File: config.mk
export PLATFORM = sky130hd
export DESIGN_NAME = macro_run_sequencer
export DESIGN_NICKNAME = d
export VERILOG_FILES = /design/src/rtl/lagd_seq_pkg.sv /design/src/rtl/seq_watchdog.sv /design/src/rtl/macro_run_sequencer.sv
export SDC_FILE = /design/constraint.sdc
export NUM_CORES = 1
export LEC_CHECK = 0
export CAP_MARGIN = 20
export CORE_AREA = 2 2 93 95
export CTS_BUF_LIST = sky130_fd_sc_hd__clkbuf_4
export DETAILED_ROUTE_END_ITERATION = 16
export DIE_AREA = 0 0 95 97
export SYNTH_ARGS = -nofsm -noshare
export SYNTH_HDL_FRONTEND = slang
export SYNTH_SLANG_ARGS = --single-unit
File: constraint.sdc
create_clock -name clk_i -period 5.9 [get_ports clk_i]
set_input_delay 1.18 -clock clk_i [delete_from_list [all_inputs] [get_ports clk_i]]
set_output_delay 1.18 -clock clk_i [all_outputs]
set_load 0.01 [all_outputs]
File: src/rtl/lagd_seq_pkg.sv
// Shared types and default widths for the macro run sequencer.
// The optional watchdog is enabled by defining MACRO_RUN_SEQUENCER_TIMEOUT_EN.
package lagd_seq_pkg;

    localparam int DEFAULT_COUNTER_BITWIDTH = 16;
    localparam int DEFAULT_TIMEOUT_BIT      = 20;

    typedef enum logic [3:0] {
        S_IDLE,
        S_CFG,
        S_LOAD,
        S_LOAD_WAIT,
        S_RUN,
        S_RUN_WAIT,
        S_READ,
        S_DONE,
        S_ERR
    } seq_state_e;

    // Everything the sequencer drives out, registered as one bundle.
    typedef struct packed {
        logic en;
        logic cfg_valid;
        logic flush;
        logic dt_cfg_enable;
        logic cmpt_en;
        logic host_readout;
        logic done;
        logic busy;
    } seq_out_t;

    function automatic logic is_active(input seq_state_e s);
        return (s != S_IDLE) && (s != S_ERR);
    endfunction

    function automatic logic is_wait(input seq_state_e s);
        return (s == S_LOAD_WAIT) || (s == S_RUN_WAIT);
    endfunction

endpackage

File: src/rtl/seq_watchdog.sv
// Cycle watchdog for the sequencer's wait states; only instantiated when
// MACRO_RUN_SEQUENCER_TIMEOUT_EN is defined. A limit of 0 never expires.
module seq_watchdog
    import lagd_seq_pkg::*;
#(
    parameter int TIMEOUT_BIT = DEFAULT_TIMEOUT_BIT
) (
    input  logic                   clk_i,
    input  logic                   rst_i,
    input  logic                   active_i,
    input  logic                   restart_i,
    input  logic [TIMEOUT_BIT-1:0] limit_i,
    output logic                   expired_o
);

    logic [TIMEOUT_BIT-1:0] cnt_q;
    logic [TIMEOUT_BIT-1:0] elapsed;

    // Cycles spent in the current wait state, including this one.
    assign elapsed   = restart_i ? TIMEOUT_BIT'(1) : cnt_q + 1'b1;
    assign expired_o = active_i && (limit_i != '0) && (elapsed == limit_i);

    always_ff @(posedge clk_i or posedge rst_i) begin
        if (rst_i) begin
            cnt_q <= '0;
        end else begin
            cnt_q <= active_i ? elapsed : '0;
        end
    end

endmodule

File: src/rtl/macro_run_sequencer.sv
// Sequences config, weight load, N compute runs and readout for one macro.
// Define MACRO_RUN_SEQUENCER_TIMEOUT_EN to add the wait-state watchdog and ERR path.
module macro_run_sequencer
    import lagd_seq_pkg::*;
#(
    parameter int COUNTER_BITWIDTH = DEFAULT_COUNTER_BITWIDTH,
    parameter int TIMEOUT_BIT      = DEFAULT_TIMEOUT_BIT
) (
    input  logic                        clk_i,
    input  logic                        rst_i,
    input  logic                        start_i,
    input  logic                        abort_i,
    input  logic                        skip_load_i,
    input  logic [COUNTER_BITWIDTH-1:0] num_runs_i,
    input  logic [TIMEOUT_BIT-1:0]      timeout_cycles_i,
    output logic                        en_aw_o,
    output logic                        en_em_o,
    output logic                        en_fm_o,
    output logic                        config_valid_em_o,
    output logic                        config_valid_fm_o,
    output logic                        config_valid_aw_o,
    output logic                        flush_o,
    output logic                        dt_cfg_enable_o,
    input  logic                        dt_cfg_idle_i,
    output logic                        cmpt_en_o,
    input  logic                        cmpt_idle_i,
    output logic                        host_readout_o,
    output logic                        busy_o,
    output logic                        done_o,
    output logic                        error_o,
    output logic [COUNTER_BITWIDTH-1:0] run_count_o
);

    seq_state_e                  state_q, state_d;
    logic                        first_q;
    logic [COUNTER_BITWIDTH-1:0] num_runs_q;
    logic                        skip_load_q;
    logic [COUNTER_BITWIDTH-1:0] run_count_q;
    logic [COUNTER_BITWIDTH-1:0] run_count_inc;
    logic                        accept;
    logic                        run_done;
    logic                        timeout_hit;
    seq_out_t                    out_d, out_q;

    assign accept        = (state_q == S_IDLE) && start_i && !abort_i;
    assign run_count_inc = run_count_q + 1'b1;
    assign run_done      = (state_q == S_RUN_WAIT) &&
                           ((state_d == S_READ) || (state_d == S_RUN));

    // NOTE: state and data registers use non-blocking assignment so every
    // flop samples the pre-edge values of its neighbours.
    always_ff @(posedge clk_i or posedge rst_i) begin
        if (rst_i) begin
            state_q <= S_IDLE;
            first_q <= 1'b0;
        end else begin
            state_q <= state_d;
            first_q <= (state_d != state_q);
        end
    end

    // NOTE: state_d gets a default before the case so no latch is inferred.
    always_comb begin
        state_d = state_q;
        unique case (state_q)
            S_IDLE:      if (accept) state_d = (num_runs_i == '0) ? S_DONE : S_CFG;
            S_CFG:       state_d = skip_load_q ? S_RUN : S_LOAD;
            S_LOAD:      state_d = S_LOAD_WAIT;
            S_LOAD_WAIT: begin
                if (timeout_hit)                   state_d = S_ERR;
                else if (!first_q && dt_cfg_idle_i) state_d = S_RUN;
            end
            S_RUN:       state_d = S_RUN_WAIT;
            S_RUN_WAIT: begin
                if (timeout_hit)                  state_d = S_ERR;
                else if (!first_q && cmpt_idle_i)
                    state_d = (run_count_inc == num_runs_q) ? S_READ : S_RUN;
            end
            S_READ:      state_d = S_DONE;
            S_DONE:      state_d = S_IDLE;
            S_ERR:       state_d = S_IDLE;
            default:     state_d = S_IDLE;
        endcase
        if (abort_i && (state_q != S_IDLE)) state_d = S_IDLE;
    end

    // Outputs decode the upcoming state so they are registered yet aligned with it.
    always_comb begin
        out_d      = '0;
        out_d.en   = is_active(state_d);
        out_d.busy = is_active(state_d);
        unique case (state_d)
            S_CFG: begin
                out_d.cfg_valid = 1'b1;
                out_d.flush     = 1'b1;
            end
            S_LOAD:  out_d.dt_cfg_enable = 1'b1;
            S_RUN:   out_d.cmpt_en       = 1'b1;
            S_READ:  out_d.host_readout  = 1'b1;
            S_DONE:  out_d.done          = 1'b1;
            S_ERR:   out_d.flush         = 1'b1;
            default: ;
        endcase
        if (abort_i && ((state_q != S_IDLE) || start_i)) out_d.flush = 1'b1;
    end

    // NOTE: every register here is a control flop, so all take the async reset;
    // nothing is a memory array that could skip it.
    always_ff @(posedge clk_i or posedge rst_i) begin
        if (rst_i) begin
            out_q       <= '0;
            num_runs_q  <= '0;
            skip_load_q <= 1'b0;
            run_count_q <= '0;
        end else begin
            out_q <= out_d;
            if (accept) begin
                num_runs_q  <= num_runs_i;
                skip_load_q <= skip_load_i;
                run_count_q <= '0;
            end else if (run_done) begin
                run_count_q <= run_count_inc;
            end
        end
    end

`ifdef MACRO_RUN_SEQUENCER_TIMEOUT_EN
    logic error_q;

    seq_watchdog #(
        .TIMEOUT_BIT (TIMEOUT_BIT)
    ) u_watchdog (
        .clk_i     (clk_i),
        .rst_i     (rst_i),
        .active_i  (is_wait(state_q)),
        .restart_i (first_q),
        .limit_i   (timeout_cycles_i),
        .expired_o (timeout_hit)
    );

    // Sticky until the next accepted start.
    always_ff @(posedge clk_i or posedge rst_i) begin
        if (rst_i) begin
            error_q <= 1'b0;
        end else if (accept) begin
            error_q <= 1'b0;
        end else if (state_d == S_ERR) begin
            error_q <= 1'b1;
        end
    end

    assign error_o = error_q;
`else
    logic unused_timeout;

    assign unused_timeout = ^timeout_cycles_i;
    assign timeout_hit    = 1'b0;
    assign error_o        = 1'b0;
`endif

    assign en_aw_o           = out_q.en;
    assign en_em_o           = out_q.en;
    assign en_fm_o           = out_q.en;
    assign config_valid_em_o = out_q.cfg_valid;
    assign config_valid_fm_o = out_q.cfg_valid;
    assign config_valid_aw_o = out_q.cfg_valid;
    assign flush_o           = out_q.flush;
    assign dt_cfg_enable_o   = out_q.dt_cfg_enable;
    assign cmpt_en_o         = out_q.cmpt_en;
    assign host_readout_o    = out_q.host_readout;
    assign busy_o            = out_q.busy;
    assign done_o            = out_q.done;
    assign run_count_o       = run_count_q;

endmodule
==> results.tsv, run 1 <==
stage	metric	value	unit
run_status	status	completed	
synth	synth_cells	317	
cts	clk_pin_slew_worst_paths	0.12	ns
worst_setup_path	crit_fanout	19	
synth	synth_enable_flop_cells	0	
timing	drv_slew	0	
detailed_routing	route.detailed.drc	0	
synth	async_flop_share	100.0	%
global_routing	grt_first_pass_wirelength	10900	um
synth	yosys.area_share.simple	28.20	%
cells_and_area	area_growth_syn_to_layout	19.19	%
cells_and_area	fillers	816	
detailed_routing	drt_wl_total	6555	um
power_and_ir_drop	clkPwrFrac	28.5	%
synth	synth_cell_types	59	
timing	min_period_over_period	51.99	%
synth	synth_top_family_by_area	simple AND/OR/NAND/NOR gates	
power_and_ir_drop	p_int	0.4869	mW
worst_setup_path	required	6.18	ns
timing	rsz0062_at_grt	no	
power_and_ir_drop	pwr-share-comb	18.5	%
worst_setup_path	criticalPathCategory	input port to register	
worst_setup_path	startpoint	dt_cfg_idle_i	
synth	synth_seq_cells	45	
detailed_routing	drtIter0Drc	156	
cts	cts_buffers	5	
cells_and_area	finalNonFillerCells	458	
timing	setup_slack	2.833	ns
detailed_routing	wl_per_cell	14.31	um
floorplan	die_w	95	um
placement	gp_congestion	0.8595	
global_routing	track_usage	14.96	%
floorplan	die-area	0.009215	mm2
placement	io_buffers	50	
cells_and_area	drive_gt1_share	6.799	%
timing	fin_tns_setup	0	ns
synth	synth_top_cell_by_area	dfrtp_1	
detailed_routing	vias_per_cell	5.159	
worst_setup_path	worstPathArrival	3.35	ns
floorplan	boundaryPins	72	
cts	clock_latency	0.36	ns
global_routing	grt_overflow	0	
power_and_ir_drop	p_leak	1.345	nW
cells_and_area	fin_nets	396	
synth	synth_warnings	0	
global_routing	grt_pass1_vias	2229	
floorplan	core-area	0.008134	mm2
power_and_ir_drop	p_sw_share	27.65	%
cells_and_area	num_antenna_cells	0	
worst_setup_path	r2r-start	run_count_o[0]$_DFFE_PP0P_	
synth	avgSynthCellArea	8.845	um2
timing	finalHoldViolCount	0	
global_routing	grt_max_degree	46	
global_routing	antenna_found_initial	0	
timing	fmax	326.0	MHz
synth	syn_area	0.002804	mm2
cts	cts_tree	built	
detailed_routing	ant_nets	0	
timing	finalSetupViolations	0	
floorplan	initial_utilization	34.47	%
cts	cts_hold_buf	0	
synth	yosys.area_share.xor_xnor	7.050	%
job	drv_cap	0	
cts	root_buffer	clkbuf_4	
placement	dp_hpwl	4816	um
power_and_ir_drop	p_switching	0.1861	mW
cts	htreeDepth	2	
timing	tightest_slew	0.9526	ns
synth	seq_area_frac_synth	40.16	%
synth	yosys.area_share.adder	0.4462	%
worst_setup_path	critPathLaunchType	input port	
cts	clock-sinks	45	
synth	synth_common_cells	nand2_1 (62), dfrtp_1 (45), nor2_1 (19), a21oi_1 (16), nand3_1 (15)	
min_path	min_path_type	register to register	
cts	cts_max_path_buffers	2	
timing	holdWs	0.5138	ns
floorplan	rows	33	
cts	cts_resized	0	
placement	numPlacedInstances	450	
power_and_ir_drop	power_density	201.4	mW/mm2
synth	synth_compound_area_share	13.16	%
synth	synth_area_leaders	dfrtp_1 (40%), nand2_1 (8.3%), xnor2_1 (3.7%)	
synth	synth-main-ff-cell	dfrtp_1	
placement	post-place-ws	2.476	ns
timing	fin_crit	3.067	ns
timing	fin_skew	0.009746	ns
cts	cts_setup_buffers	0	
worst_setup_path	cp-end-kind	register	
min_path	worstHoldStart	num_runs_q[13]$_DFFE_PP0P_	
synth	synthMuxAreaShare	2.544	%
detailed_routing	dr.pass1.iters	4	
power_and_ir_drop	peakVddDrop	80.17	uV
timing	max-slew-margin-rel	36.36	%
synth	yosysMostFrequentCell	nand2_1	
synth	yosysTopAreaCellShare	40.16	%
floorplan	die_h	97	um
power_and_ir_drop	pwr-share-seq	53.0	%
detailed_routing	vias	2363	
==> logic make-up after synthesis <==
logic type | after synthesis
DFF | 45
other | 1
AOI/OAI and AO/OA | 55
adders and majority gates | 1
buffers and inverters | 37
xor gates and xnor gates | 21
muxes | 7
and+or+nand+nor | 150
==> critical path: stages <==
cell	delay (ns)
clkdlybuf4s50_1	0.45
nor2b_1	0.23
nor4_1	0.13
a211o_4	0.37
nor3_4	0.62
nand4_1	0.19
mux2i_1	0.17
==> state kept, by name, indices dropped and copies added, names as in the netlist <==
name               flops
state_q                4
num_runs_q            16
done_o                 1
skip_load_q            1
dt_cfg_enable_o        1
host_readout_o         1
run_count_o           16
flush_o                1
first_q                1
config_valid_aw_o      1
busy_o                 1
cmpt_en_o              1
==> final timing paths <==
| path | end | slack [ns] | cells past startpoint |
|---|---|---|---|
| worst min register to register | num_runs_q[13]$_DFFE_PP0P_ | 0.51 | 2 |
| min in group asynchronous | busy_o$_DFF_PP0_ | 1.26 | 3 |
| worst max register to register | host_readout_o$_DFF_PP0_ | 3.08 | 7 |
| worst max-delay path | run_count_o[15]$_DFFE_PP0P_ | 2.83 | 7 |
| worst min-delay path | num_runs_q[13]$_DFFE_PP0P_ | 0.51 | 2 |
| max in group asynchronous | num_runs_q[13]$_DFFE_PP0P_ | 4.25 | 3 |
==> layout make-up <==
class                   instances  area, um2  share of cell area [%]
clock buffers                   6      45.04                   1.348
clock inverters                 2      33.78                   1.011
inverters                      13      48.80                   1.460
multi-input cells             236       1449                   43.35
flip-flops and latches         45       1126                   33.70
well taps                     105      131.4                   3.931
repair buffers                 51      508.0                   15.20
==> layout by cell type, fill, tap and decap left out, types with 4 or more instances in the layout <==
master	count
dfrtp_1	45
a21oi_1	16
mux2i_1	6
clkdlybuf4s50_1	50
nor4_1	8
nor3_1	6
inv_1	12
xor2_1	8
nand2_1	62
o21ai_0	13
or3_1	8
nand3_1	15
clkbuf_4	6
nor2_1	19
o21ai_1	4
nand4_1	8
xnor2_1	12
==> through the flow <==
stage | power, mW | instance area (um2) | util, %
4_1_cts | 0.6795 | 3342 | 41.09
2_1_floorplan | 0.4457 | 2808 | -
5_1_grt | 0.7111 | 3342 | 41.09
6_report | 0.6729 | 3342 | 41.09
3_5_place_dp | 0.4875 | 3263 | 40.12
3_3_place_gp | 0.4835 | 3263 | 40.12
==> power by group through the flow <==
stage,clock (mW),sequential (mW),combinational (mW)
final,0.191,0.357,0.125
after global routing,0.212,0.360,0.139
after CTS,0.198,0.356,0.126
after detailed placement,0,0.363,0.125
after global placement,0,0.362,0.122
after floorplan,0,0.356,0.0900
==> layer usage <==
layer	global-route usage (%)	vias to the layer above	wire, um
met2	21.93	70	2925
met5	0	-	0
met1	21.65	1108	3249
li1	-	1176	-
met4	5.574	0	108
met3	2.960	9	272
(Power assumes the default switching activity.)
==> run 2, diff against run 1 <==
- clock period: 5.9 -> 2.89 ns (I/O delays scaled with it)
==> results.tsv, run 2 (synthesized netlist as in run 1, its figures left out) <==
stage	metric	value	unit
global_routing	track_usage	15.23	%
min_path	min_path_type	register to register	
cts	cts_max_path_buffers	2	
placement	gp_congestion	0.8909	
cells_and_area	fillers	826	
worst_setup_path	crit_fanout	6	
cts	root_buffer	clkbuf_4	
timing	fin_crit	2.537	ns
cells_and_area	drive_gt1_share	9.141	%
global_routing	met2_usage	22.59	%
worst_setup_path	r2r_cells	7	
global_routing	top_usage_layer	met2	
worst_setup_path	r2r-start	run_count_o[1]$_DFFE_PP0P_	
timing	fmax	394.2	MHz
detailed_routing	drt_wl_total	6710	um
detailed_routing	ant_nets	0	
power_and_ir_drop	p_leak	1.382	nW
detailed_routing	drtIter0Drc	163	
detailed_routing	vias	2411	
cells_and_area	final_cell_area	0.003391	mm2
placement	dp_hpwl	5056	um
detailed_routing	vias_per_cell	5.174	
power_and_ir_drop	power_density	381.6	mW/mm2
global_routing	grt_pass1_vias	2201	
cts	htreeDepth	2	
cts	cts_hold_buf	0	
global_routing	grt_first_pass_wirelength	10970	um
detailed_routing	route.detailed.drc	0	
cells_and_area	num_antenna_cells	0	
cts	cts_tree	built	
worst_setup_path	required	3.15	ns
placement	placed_area	0.003336	mm2
floorplan	initial_utilization	34.47	%
cts	clock-sinks	45	
timing	min_period_over_period	87.78	%
cells_and_area	mostFrequentLayoutCells	nand2_1 (62), clkdlybuf4s50_1 (50), dfrtp_1 (45), nor2_1 (19), a21oi_1 (16)	
global_routing	antenna_found_initial	0	
cells_and_area	final_common_cell	nand2_1	
min_path	whs_path_depth	2	
run_status	status	completed	
cells_and_area	area_growth_syn_to_layout	20.93	%
worst_setup_path	worstPathArrival	2.80	ns
cells_and_area	multiInputGateArea	0.001449	mm2
timing	finalHoldViolCount	0	
placement	io_buffers	50	
detailed_routing	wl_per_cell	14.40	um
timing	rsz0062_at_grt	no	
min_path	holdPathEnd	num_runs_q[6]$_DFFE_PP0P_	
detailed_routing	dr.pass1.iters	4	
power_and_ir_drop	total_power	1.294	mW
timing	finalSetupViolations	0	
global_routing	grt_max_degree	46	
floorplan	die_w	95	um
timing	fin_tns_setup	0	ns
power_and_ir_drop	peakVddDrop	145.8	uV
worst_setup_path	cp-end-kind	register	
worst_setup_path	ff2ff_setup_slack	0.35	ns
timing	drv_slew	0	
global_routing	grt_util_met1	22.21	%
floorplan	core-area	0.008134	mm2
worst_setup_path	r2r-end	cmpt_en_o$_DFF_PP0_	
cts	clock_latency	0.36	ns
timing	fin_skew	0.009313	ns
cts	cts_resized	0	
floorplan	die_h	97	um
worst_setup_path	critPathLaunchType	register	
cts	clk_pin_slew_worst_paths	0.14	ns
floorplan	rows	33	
timing	tightest_slew	0.5569	ns
cts	cts_setup_buffers	0	
min_path	worstHoldStart	num_runs_q[6]$_DFFE_PP0P_	
global_routing	met3_usage	2.882	%
cells_and_area	regArea	0.001126	mm2
worst_setup_path	criticalPathCategory	register to register	
cells_and_area	fin_nets	404	
cts	cts_buffers	5	
global_routing	grt_overflow	0	
job	drv_cap	0	
floorplan	boundaryPins	72	
timing	max-slew-margin-rel	62.53	%
floorplan	die-area	0.009215	mm2
-- run 2: worst max-delay path, stage by stage (launching register included) --
cell and delay (ns):
dfrtp_1 0.48, ha_1 0.31, and3_1 0.28, nand3_1 0.19
xnor2_1 0.21, a2111oi_0 0.44, nand4_1 0.26, o211a_1 0.28
-- run 2: routing by layer --
layer  share of wire [%]  vias up  routed length (um)
li1                    -     1195                   -
met4                 1.3        0                  85
met1                  49     1149                3314
met3                 4.1        6                 278
met2                  45       61                3032
met5                   0        -                   0
-- run 2: how the worst max path moves through the flow --
stage / start / end / slack, ns / cells after the start
global placement: dt_cfg_idle_i / run_count_o[13]$_DFFE_PP0P_ / 0.17 / 7
CTS: run_count_o[1]$_DFFE_PP0P_ / host_readout_o$_DFF_PP0_ / 0.40 / 7
floorplan: run_count_o[0]$_DFFE_PP0P_ / cmpt_en_o$_DFF_PP0_ / 0.69 / 7
global route: run_count_o[1]$_DFFE_PP0P_ / host_readout_o$_DFF_PP0_ / 0.25 / 7
finish: run_count_o[1]$_DFFE_PP0P_ / cmpt_en_o$_DFF_PP0_ / 0.35 / 7
detailed placement: cmpt_idle_i / run_count_o[13]$_DFFE_PP0P_ / 0.13 / 7
-- run 2: per-stage QoR --
step                setup WS (ns)  instances  hold slack (ns)  utilization [%]
detailed placement         0.1332        458           0.4845            41.01
finish                     0.3532        466           0.5117            41.69
global placement           0.1678        458           0.4857            41.01
floorplan                  0.6855        318           0.4652                -
global route               0.2500        466           0.5421            41.69
CTS                        0.3991        466           0.5157            41.69
-- run 2: area by class of cell --
cell class	count	share of cell area, %
Multi-Input combinational cell	236	42.73
Timing Repair Buffer	59	17.12
Sequential cell	45	33.21
Inverter	13	1.439
Clock buffer	6	1.328
Tap cell	105	3.875
Clock inverter	2	0.2952
-- run 2: where the power goes --
group          switching (mW)  internal (mW)  leakage, nW
clock network           0.203          0.103       0.0354
registers              0.0493          0.680        0.594
logic                   0.130          0.129        0.752
==> run 3, diff against run 2 <==
- HOLD_SLACK_MARGIN: default -> 0.06
==> results of run 3 <==
No change in the layout: final DEF, timing and power equal those of run 2.
